==> config.mk <==
export PLATFORM = sky130hd
export DESIGN_NAME = digit_serial_adder
export DESIGN_NICKNAME = d
export VERILOG_FILES = /design/src/rtl/digit_serial_adder.sv
export SDC_FILE = /design/constraint.sdc
export NUM_CORES = 1
export LEC_CHECK = 0
export CORE_ASPECT_RATIO = 1.25
export CORE_UTILIZATION = 35
export DETAILED_ROUTE_END_ITERATION = 8
export PLACE_DENSITY = 0.7
export SYNTH_ARGS = -nofsm -noshare
export SYNTH_HDL_FRONTEND = slang
export SYNTH_SLANG_ARGS = --single-unit
==> constraint.sdc <==
create_clock -name clk -period 2.9 [get_ports clk]
set_input_delay 0.29 -clock clk [delete_from_list [all_inputs] [get_ports clk]]
set_output_delay 0.29 -clock clk [all_outputs]
set_load 0.005 [all_outputs]
==> src/rtl/digit_serial_adder.sv <==
// Digit-serial adder: one 3-bit slice adder reused per digit, LSB digit first.
// Optional saturation on final carry-out is enabled by defining DSA_SAT_EN.
module digit_serial_adder #(
    parameter int NDIGITS = 4,
    parameter int W       = 3 * NDIGITS
) (
    input  logic         clk,
    input  logic         rst_n,
    input  logic         in_valid,
    output logic         in_ready,
    input  logic [W-1:0] a,
    input  logic [W-1:0] b,
    input  logic         cin,
    output logic         out_valid,
    input  logic         out_ready,
    output logic [W-1:0] sum,
    output logic         cout,
    output logic [1:0]   dbg_state_o
);

    localparam int KW = (NDIGITS > 1) ? $clog2(NDIGITS) : 1;
    localparam logic [KW-1:0] K_LAST = KW'(NDIGITS - 1);

    localparam logic [1:0] IDLE = 2'd0;
    localparam logic [1:0] RUN  = 2'd1;
    localparam logic [1:0] DONE = 2'd2;

    logic [1:0]    state_q, state_d;
    logic [W-1:0]  a_q, a_d;
    logic [W-1:0]  b_q, b_d;
    logic          carry_q, carry_d;
    logic [KW-1:0] k_q, k_d;
    logic [W-1:0]  sum_q, sum_d;
    logic          cout_q, cout_d;

    logic [W-1:0]  a_shift;
    logic [W-1:0]  b_shift;
    logic [3:0]    slice_full;

    // Digit k of the latched operands shifted down to bit 0, then one 3-bit add.
    assign a_shift    = a_q >> (3 * int'(k_q));
    assign b_shift    = b_q >> (3 * int'(k_q));
    assign slice_full = {1'b0, a_shift[2:0]} + {1'b0, b_shift[2:0]} + {3'b000, carry_q};

    // Both ports use valid/ready: a transfer happens on a rising edge where valid
    // and ready are both 1; ready never depends combinationally on valid.
    assign in_ready    = (state_q == IDLE);
    assign out_valid   = (state_q == DONE);
    assign sum         = sum_q;
    assign cout        = cout_q;
    assign dbg_state_o = state_q;

    always_comb begin
        state_d = state_q;
        a_d     = a_q;
        b_d     = b_q;
        carry_d = carry_q;
        k_d     = k_q;
        sum_d   = sum_q;
        cout_d  = cout_q;
        case (state_q)
            IDLE: begin
                if (in_valid) begin
                    a_d     = a;
                    b_d     = b;
                    carry_d = cin;
                    k_d     = '0;
                    sum_d   = '0;
                    cout_d  = 1'b0;
                    state_d = RUN;
                end
            end
            RUN: begin
                sum_d[3*int'(k_q) +: 3] = slice_full[2:0];
                carry_d                 = slice_full[3];
                if (k_q == K_LAST) begin
                    cout_d  = slice_full[3];
`ifdef DSA_SAT_EN
                    if (slice_full[3]) begin
                        sum_d = '1;
                    end
`endif
                    state_d = DONE;
                end else begin
                    k_d = k_q + 1'b1;
                end
            end
            DONE: begin
                if (out_ready) begin
                    state_d = IDLE;
                end
            end
            default: state_d = IDLE;
        endcase
    end

    always_ff @(posedge clk) begin
        if (!rst_n) begin
            state_q <= IDLE;
            a_q     <= '0;
            b_q     <= '0;
            carry_q <= 1'b0;
            k_q     <= '0;
            sum_q   <= '0;
            cout_q  <= 1'b0;
        end else begin
            state_q <= state_d;
            a_q     <= a_d;
            b_q     <= b_d;
            carry_q <= carry_d;
            k_q     <= k_d;
            sum_q   <= sum_d;
            cout_q  <= cout_d;
        end
    end

endmodule
; Yosys cells after proc, flatten, opt, wreduce, memory -nomap -nowiden
; Index checks and enable logic that the tools add are counted.
[word_totals]
regBits = 42
in_bits = 29
output_inout_bits = 17
[op_classes]
n_addsub = 4
n_mul = 1
n_eq_ne = 7
shifts = 4
n_mux = 15
reduce_logical = 7
[ops]
columns = cell, n
row1 = $shr 12x32->3, 2
row2 = $neg 4->33, 1
row3 = $shift 3x33->12 const A, 1
row4 = $shiftx 3x33->12, 1
row5 = $pmux 12 s2, 1
row6 = $bwmux 12, 1
row7 = $mux 12, 1
row8 = $mux 2, 5
row9 = $reduce_and 3->1, 3
row10 = $ne 2x2->1 const B, 3
row11 = $pmux 2 s3, 1
row12 = $add 3x3->4, 1
row13 = $add 4x1->4, 1
row14 = $eq 2x2->1 const B, 2
row15 = $mul 2x2->4 const A, 1
row16 = $pmux 1 s2, 2
row17 = $pmux 2 s2, 1
row18 = $reduce_and 2->1, 2
row19 = $mux 1, 3
row20 = $add 2x1->2 const B, 1
row21 = $eq 2x1->1 const B, 1
row22 = $logic_not 2->1, 1
row23 = $ne 2x1->1 const B, 1
row24 = $reduce_bool 2->1, 1

; Logic depth before layout (Yosys ltp)
; Gate-level depths: netlist (run 1).
[logic_depth]
word_depth = 7
depth_mapped = 8
depth_no_buf = 7

; Worst setup path before layout (run 1)
; No wires, ideal clock.
[synth_path]
kind = register -> register
startpoint = register k_q[0]
endpoint = register sum_q[4] (netlist: sum[4])
t_arrival_ps = 2361
required_ps = 2825
path_slack_ps = 465
path_stages_with_launch = 8
period_less_slack_ps = 2435
path_cell_list = dfxtp_1 buf_2 mux4_2 fa_1 inv_1 fa_1 nand2b_1 o22ai_1
[synth_between]
elab_chain_len = 7
elab_cells_between_ends = 10
classes_between = add/sub: 3 / mul: 1 / shift: 4 / mux: 2
[synth_rtl]
columns = element, line_no
row1 = start: declaration, 32  ; logic [KW-1:0] k_q, k_d;
row2 = start signal: assignment, 111  ; k_q <= k_d;
row3 = $mul 2x2->4 (*), "41, 42, 74"
row4 = "$shr 12x32->3, on equally long branches", "41, 42"
row5 = $add 3x3->4, 43  ; assign slice_full = {1'b0, a_shift[2:0]} + {1'b0, b_shift[2:0]} + {3'b000, carry_q};
row6 = $add 4x1->4, 43
row7 = $shiftx 3x33->12, 74  ; sum_d[3*int'(k_q) +: 3] = slice_full[2:0];
row8 = $bwmux 12 (*), 74
row9 = $pmux 12 s2 (*), 61  ; case (state_q)
row10 = end signal: assignment, 112  ; sum_q <= sum_d;
row11 = end: declaration, 33  ; logic [W-1:0] sum_q, sum_d;
; Every way passes the cells marked *; elsewhere a longest branch is shown, timed or not.
; A chain may end at the register's enable or synchronous reset.

; Final worst setup path (run 1)
[layout_path]
startpoint = register k_q[0]
endpoint = register sum_q[1] (netlist: sum[1])
; The elaborated chain is that of the path after synthesis.

==> results of run 1 <==
power by group through the flow:
stage                     Clock, mW  Sequential [mW]  Combinational (mW)
after floorplan                   0            0.627               0.126
after global placement            0            0.638               0.182
after detailed placement          0            0.639               0.184
after CTS                     0.562            0.626               0.186
after global routing          0.584            0.629               0.206
final                         0.551            0.625               0.184
stage by stage:
step                      power, mW  setup WS (ns)
after floorplan               0.754          0.465
after global placement        0.820          0.540
after detailed placement      0.823          0.478
after CTS                      1.37          0.452
after global routing           1.42          0.349
final                          1.36          0.473
routing by layer:
metal  vias up  GRT usage [%]  part of all wire (%)
li1        853              -                     -
met1       750           19.2                    45
met2        41           26.0                    50
met3         4           3.76                   3.8
met4         0           6.25                   1.5
met5         -              0                     0
worst register-to-register path, cell delays in order (launching register included):
cell	delay, ns
dfxtp_1	0.48
mux4_2	0.56
fa_1	0.42
inv_1	0.09
fa_1	0.40
nand2b_1	0.21
o22ai_1	0.20
synth_stat cells, drive strengths merged (2+ instances only):
cell type | instances | share of area, %
clkbuf | 3 | 0.58
nand2b | 3 | 0.97
nor2b | 4 | 1.3
or3b | 2 | 0.90
inv | 8 | 1.5
dfxtp | 42 | 43
mux4 | 6 | 7.0
ha | 6 | 3.9
o22ai | 12 | 3.9
nor3b | 2 | 1.3
a31oi | 2 | 0.65
o21ai | 2 | 0.52
a21oi | 29 | 7.5
nand2 | 72 | 14
buf | 11 | 4.1
nor2 | 5 | 0.97
fa | 2 | 2.1
nand3 | 4 | 1.0
sequential cells by signal, indices dropped and copies added, names as in the netlist:
signal and flops:
dbg_state_o 2, cout 1, b_q 12, sum 12, a_q 12, carry_q 1
k_q 2
cell families after synthesis:
family | count (synthesis) | synth area share, %
multiplexers | 7 | 7.49
flip-flops | 42 | 43.4
adder cells (fa/ha/maj) | 8 | 5.94
XOR/XNOR | 1 | 0.452
AND/OR/NAND/NOR | 95 | 21.7
buffers and inverters | 23 | 6.46
AO/OA/AOI/OAI | 50 | 14.6
worst max path at each step:
stage / to / depth (start not counted)
floorplan: sum[4] / 7
global placement: sum[1] / 6
detailed placement: sum[4] / 6
CTS: sum[1] / 6
global route: sum[1] / 6
finish: sum[1] / 6
final cells by class:
cell class / count / area [sq um]
clock inverters: 3 / 68.8
repair buffers: 49 / 480
well taps: 62 / 77.6
clock buffers: 5 / 68.8
flip-flops and latches: 42 / 841
inverters: 9 / 33.8
multi-input cells: 161 / 972
fillers: 524 / 2650
==> results.yml, run 1 <==
run_status:
  status: "complete, no violations"
sta:
  timing.slew.headroom_pct: 46.7
  timing.fmax_ghz: 0.412
  period_minus_slack_ns: 2.43
  finClkSkew_ns: 0.00573
  hold-worst-slack_ns: 0.456
  finalSetupViolCount: 0
  hold_viol_final: 0
  rsz0062_at_grt: "no"
  min_period_over_period_pct: 83.7
  worst_slew_pin_slew_ns: 0.799
  drv_slew: 0
  tns_ns: 0
layout:
  synthToLayoutAreaGrowth_pct: 31.2
  final_common_cell: "nand2_1"
  layout_common_cells: "72 x nand2_1, 45 x clkdlybuf4s50_1, 42 x dfxtp_1"
  instances_no_fill: 331
  final_area_sq_um: 2540
  post-route-util_pct: 49.0
  layout-drive-gt1-share_pct: 7.43
  antenna_cells: 0
  fin_nets: 305
hold_path:
  whs_path_depth: 2
  hp-class: "flip-flop to flip-flop"
  worstHoldEndpoint: "sum[11]"
  worstHoldStart: "sum[11]"
placement:
  dp_hpwl_um: 3070
  io_buffer_count: 45
  gp_congestion: 0.736
  place_area_sq_um: 2400
  dp.cells: 323
clock_tree:
  clock_path_buffers: 2
  post_cts_resized: 0
  cts-root-buf: "clkbuf_8"
  cts_hold_buf: 0
  cts_tree: "built"
  clkTransAtPathRegs_ns: 0.08
  post_cts_buffers: 0
  cts_made_buffers: 5
  clock_latency_ns: 0.29
  ctsHtreeMaxLevel: 2
  cts.sinks: 42
route:
  route.detailed.wl_per_inst_um: 12.7
  drc_errors: 0
  drtIter0Drc: 34
  routed_wl_um: 4190
  dr.pass1.iters: 4
  ant_nets: 0
  vias_per_cell: 4.98
  via_count: 1648
critical_path:
  cp_top_family: "adder cells"
  crit_buf_inv: 1
  path_max_fanout: 5
  cp_slowest_cell: "mux4_2"
  criticalPathCategory: "flip-flop to flip-flop"
  r2r_start: "k_q[0]"
  r2r_slack_ns: 0.47
  startpoint_type: "flip-flop"
  crit_path_frequent_cell: "fa_1"
  setup.worst_path.start: "k_q[0]"
  path_cells: "mux4_2 > fa_1 > inv_1 > fa_1 > nand2b_1 > o22ai_1"
  regToRegEndpoint: "sum[1]"
  crit_required_ns: 3.12
  worstSetupEndpointType: "flip-flop"
  rr_worst_depth: 6
  slowest_delay_ns: 0.56
  crit_arrival_ns: 2.65
power_and_ir_drop:
  cellPowerDensity_nw_per_um2: 535
  ir_drop_uv: 285
  p_int_mw: 1.04
  sw_frac_of_total_pct: 23.3
  leakagePower_nw: 0.923
  seqPwrFrac_pct: 46.0
  switching_power_mw: 0.317
  p_clk_share_pct: 40.5
  p_comb_share_pct: 13.5
die:
  coreArea_sq_um: 5190
  fp.dieH_um: 85.2
  std_cell_rows: 29
  ioPinCount: 46
  fp.dieW_um: 68.6
  initial_core_util_pct: 37.4
  die_area_sq_um: 5840
global_routing:
  gr-usage-all-layers_pct: 15.8
  grt_pass1_vias: 1539
  grt_max_degree: 28
  grt_pass1_wl_um: 6890
  grt-ovfl-total: 0
  grt_antenna_before_repair: 0
synth:
  yosysSeqAreaShare_pct: 43.4
  synth_ff_type: "dfxtp_1"
  synthArstFlopShare_pct: 0
  ys_warn_count: 0
  avgSynthCellArea_sq_um: 8.58
  ys_ff_latch: 42
  synth-edff-count: 0
  synth_fp_nets: 263
  syn_area_sq_um: 1940
  netlist_instances: 226
  synth.distinct_cells: 32
job:
  maxCapViolCount: 0
No activity file was read; power rests on OpenSTA's default activity.
==> inputs of run 2 (changes only) <==
==> constraint.sdc (replaced) <==
create_clock -name clk -period 2.3 [get_ports clk]
set_input_delay 0.23 -clock clk [delete_from_list [all_inputs] [get_ports clk]]
set_output_delay 0.23 -clock clk [all_outputs]
set_load 0.005 [all_outputs]
==> run 2 against run 1 <==
Effect of this change: critical path depth unchanged; clock power grew 7.1%; maximum frequency rose by 11%; critical endpoint is now sum[10].
==> results.yml, run 2 (synthesized netlist as in run 1, its figures left out) <==
run_status:
  status: "complete, no violations"
global_routing:
  gr-usage-all-layers_pct: 15.8
  grt_pass1_vias: 1652
  grt_antenna_before_repair: 0
  grt_pass1_wl_um: 7070
  grt-ovfl-total: 0
  grt_max_degree: 28
route:
  vias_per_cell: 5.01
  via_count: 1673
  drtIter0Drc: 49
  routed_wl_um: 4090
  ant_nets: 0
  dr.pass1.iters: 4
  drc_errors: 0
  route.detailed.wl_per_inst_um: 12.3
layout:
  instances_no_fill: 334
  n_fill_cell: 518
  final_common_cell: "nand2_1"
  post-route-util_pct: 49.3
  layout-drive-gt1-share_pct: 9.19
  final-seq-area_sq_um: 845
  final_area_sq_um: 2560
  antenna_cells: 0
  synthToLayoutAreaGrowth_pct: 32.0
  multiInputGateArea_sq_um: 980
  layout_common_cells: "72 x nand2_1, 45 x clkdlybuf4s50_1, 41 x dfxtp_1"
  fin_nets: 309
sta:
  finalSetupViolCount: 0
  worst_slew_pin_slew_ns: 0.775
  min_period_over_period_pct: 95.0
  setup_slack_ns: 0.114
  timing.fmax_ghz: 0.458
  rsz0062_at_grt: "no"
  hold_viol_final: 0
  timing.slew.headroom_pct: 48.3
  drv_slew: 0
  hold-worst-slack_ns: 0.457
  period_minus_slack_ns: 2.19
  tns_ns: 0
  finClkSkew_ns: 0.00993
critical_path:
  path_max_fanout: 4
  slowest_delay_ns: 0.52
  cp_slowest_cell: "mux4_2"
  crit_required_ns: 2.52
  startpoint_type: "flip-flop"
  worstSetupEndpointType: "flip-flop"
  crit_path_frequent_cell: "fa_1"
  crit_buf_inv: 1
  crit_arrival_ns: 2.41
  criticalPathCategory: "flip-flop to flip-flop"
  path_cells: "mux4_2 > fa_1 > inv_1 > fa_1 > nand2b_4 > o22ai_1"
  cp_top_family: "adder cells"
placement:
  io_buffer_count: 45
  dp_hpwl_um: 3050
  dp_slack_ns: 0.0386
  dp.cells: 327
  place_area_sq_um: 2440
  gp_congestion: 0.771
clock_tree:
  clock_latency_ns: 0.30
  cts-root-buf: "clkbuf_8"
  cts_made_buffers: 5
  cts.sinks: 42
  clock_path_buffers: 2
  cts_tree: "built"
  clkTransAtPathRegs_ns: 0.07
  cts_hold_buf: 0
  ctsHtreeMaxLevel: 2
power_and_ir_drop:
  cellPowerDensity_nw_per_um2: 632
  leakagePower_nw: 0.941
  total_power_mw: 1.62
  ir_drop_uv: 276
hold_path:
  hp-class: "flip-flop to flip-flop"
die:
  initial_core_util_pct: 37.4
  coreArea_sq_um: 5190
  ioPinCount: 46
  die_area_sq_um: 5840
  fp.dieH_um: 85.2
  fp.dieW_um: 68.6
  std_cell_rows: 29
job:
  maxCapViolCount: 0
==> run 2: power by group <==
group | leakage, nW | internal, mW | switching (mW)
clock | 0.0573 | 0.347 | 0.242
combinational | 0.540 | 0.128 | 0.116
sequential | 0.344 | 0.760 | 0.0234
total | 0.941 | 1.24 | 0.382
==> run 2: repair_timing <==
item / CTS / global route
resized for setup: 0 / 2
setup endpoints to repair: 0 / 4
hold endpoints to repair: 0 / 0
buffers inserted: 0 / 0
==> run 2: area by class of cell <==
type,instances,area share (%)
clock inverter,1,1.17
tap,62,3.03
sequential,42,33.0
inverter,9,1.32
clock buffer,6,3.23
timing repair buffer,53,20.0
multi-input combinational,161,38.3
==> run 2: tightest hold or removal path: stages, from the launching register on <==
cell	delay [ns]
dfxtp_1	0.31
nand2_1	0.05
o22ai_1	0.05
==> run 2: routing by layer <==
layer  vias to the layer above  wire length, um  GRT usage, %
met2                        33             2010          26.7
met4                         0               85          6.82
met1                       775             1870          19.2
met3                         8              127          2.55
met5                         -                0             0
li1                        857                -             -
==> run 2: final timing paths <==
| check | end | from | cells after the start | slack [ns] |
|---|---|---|---|---|
| setup / recovery | sum[10] | k_q[0] | 6 | 0.11 |
| hold / removal | sum[9] | sum[9] | 2 | 0.46 |
| setup reg to reg | sum[10] | k_q[0] | 6 | 0.11 |
| hold reg to reg | sum[9] | sum[9] | 2 | 0.46 |
==> inputs of run 3 (changes only) <==
--- a/config.mk
+++ b/config.mk
@@ -6,9 +6,10 @@
 export NUM_CORES = 1
 export LEC_CHECK = 0
 export CORE_ASPECT_RATIO = 1.25
-export CORE_UTILIZATION = 35
+export CORE_UTILIZATION = 49
 export DETAILED_ROUTE_END_ITERATION = 8
-export PLACE_DENSITY = 0.7
+export GPL_ROUTABILITY_DRIVEN = 0
+export PLACE_DENSITY = 0.89
 export SYNTH_ARGS = -nofsm -noshare
 export SYNTH_HDL_FRONTEND = slang
 export SYNTH_SLANG_ARGS = --single-unit
==> run 3 against run 2 <==
Effect of this change: cell area rose by 0.15%; via count rose by 0.18%; combinational power rose by 2%; worst setup slack got worse by 0.044 ns; largest cell class unchanged; largest power group unchanged; highest routed layer unchanged.
==> results.yml, run 3 (synthesized netlist as in run 1, its figures left out) <==
power_and_ir_drop:
  cellPowerDensity_nw_per_um2: 632
  switching_power_mw: 0.381
  p_clk_share_pct: 36.3
  total_power_mw: 1.62
  p_int_mw: 1.24
  seqPwrFrac_pct: 48.4
  ir_drop_uv: 375
  p_comb_share_pct: 15.4
  leakagePower_nw: 0.948
  sw_frac_of_total_pct: 23.6
route:
  routed_wl_um: 3950
  vias_per_cell: 5.13
  ant_nets: 0
  drtIter0Drc: 57
  drc_errors: 0
  dr.pass1.iters: 4
  route.detailed.wl_per_inst_um: 12.1
  via_count: 1676
sta:
  min_period_over_period_pct: 97.0
  timing.fmax_ghz: 0.448
  timing.slew.headroom_pct: 49.6
  worst_slew_pin_slew_ns: 0.756
  finClkSkew_ns: 0.00511
  tns_ns: 0
  drv_slew: 0
  hold_viol_final: 0
  finalSetupViolCount: 0
  period_minus_slack_ns: 2.23
clock_tree:
  cts_tree: "built"
  cts.sinks: 42
  cts-root-buf: "clkbuf_8"
  clkTransAtPathRegs_ns: 0.07
  clock_path_buffers: 2
  ctsHtreeMaxLevel: 2
  cts_made_buffers: 5
  post_cts_buffers: 0
  post_cts_resized: 0
  clock_latency_ns: 0.30
  cts_hold_buf: 0
die:
  fp.dieH_um: 72.3
  initial_core_util_pct: 51.2
  fp.dieW_um: 58.3
  ioPinCount: 46
  coreArea_sq_um: 3780
  die_area_sq_um: 4210
  std_cell_rows: 25
placement:
  dp_hpwl_um: 2960
  io_buffer_count: 45
  place_area_sq_um: 2430
global_routing:
  grt_pass1_wl_um: 6680
  grt-ovfl-total: 0
  grt_max_degree: 28
  grt_antenna_before_repair: 0
  grt_pass1_vias: 1553
  gr-usage-all-layers_pct: 20.8
job:
  maxCapViolCount: 0
layout:
  synthToLayoutAreaGrowth_pct: 32.2
  layout_common_cells: "72 x nand2_1, 45 x clkdlybuf4s50_1, 41 x dfxtp_1"
  fin_nets: 310
  final_area_sq_um: 2560
  antenna_cells: 0
  final_common_cell: "nand2_1"
  layout-drive-gt1-share_pct: 9.89
  post-route-util_pct: 67.7
run_status:
  status: "complete, no violations"
critical_path:
  crit_required_ns: 2.52
  crit_arrival_ns: 2.45
  startpoint_type: "flip-flop"
  worstSetupEndpointType: "flip-flop"
  path_max_fanout: 4
  criticalPathCategory: "flip-flop to flip-flop"
hold_path:
  hp-class: "flip-flop to flip-flop"
run 3: worst max-delay path, cell delays in order (launching register included):
cell	delay [ns]
dfxtp_4	0.37
mux4_2	0.51
fa_1	0.42
inv_1	0.08
fa_1	0.42
nand2b_4	0.17
o22ai_1	0.18
run 3: path summary, 6_finish.rpt:
| check | from | endpoint | slack, ns | cells after the start |
|---|---|---|---|---|
| max | k_q[0] | sum[4] | 0.07 | 6 |
| min | sum[6] | sum[6] | 0.46 | 2 |
| max reg2reg | k_q[0] | sum[4] | 0.07 | 6 |
| min reg2reg | sum[6] | sum[6] | 0.46 | 2 |
run 3: power groups by stage:
stage	logic, mW	clock network (mW)	registers, mW
global route	0.277	0.629	0.787
global placement	0.238	0	0.798
finish	0.249	0.587	0.783
detailed placement	0.242	0	0.800
CTS	0.243	0.596	0.784
floorplan	0.161	0	0.792
run 3: metal layers:
| metal | share of wire (%) | global-route usage (%) | vias to the layer above |
|---|---|---|---|
| met1 | 40 | 23.7 | 759 |
| met3 | 3.3 | 4.99 | 11 |
| li1 | - | - | 860 |
| met5 | 0 | 0 | - |
| met4 | 2.6 | 9.52 | 0 |
| met2 | 54 | 36.4 | 46 |
run 3: cell type report:
| cell class | count | area [sq um] |
|---|---|---|
| timing repair buffer | 54 | 518 |
| tap | 54 | 67.6 |
| clock buffer | 6 | 82.6 |
| multi-input combinational | 161 | 986 |
| sequential | 42 | 845 |
| clock inverter | 1 | 30.0 |
| inverter | 9 | 33.8 |
| fill | 319 | 1220 |
run 3: through the flow:
step | cells | hold slack (ns) | worst slack, ns
2_1_floorplan | 226 | 0.366 | 0.0113
3_3_place_gp | 320 | 0.440 | 0.101
3_5_place_dp | 320 | 0.447 | 0.0361
4_1_cts | 327 | 0.457 | 0.0134
5_1_grt | 327 | 0.473 | -0.0103
6_report | 327 | 0.456 | 0.0701
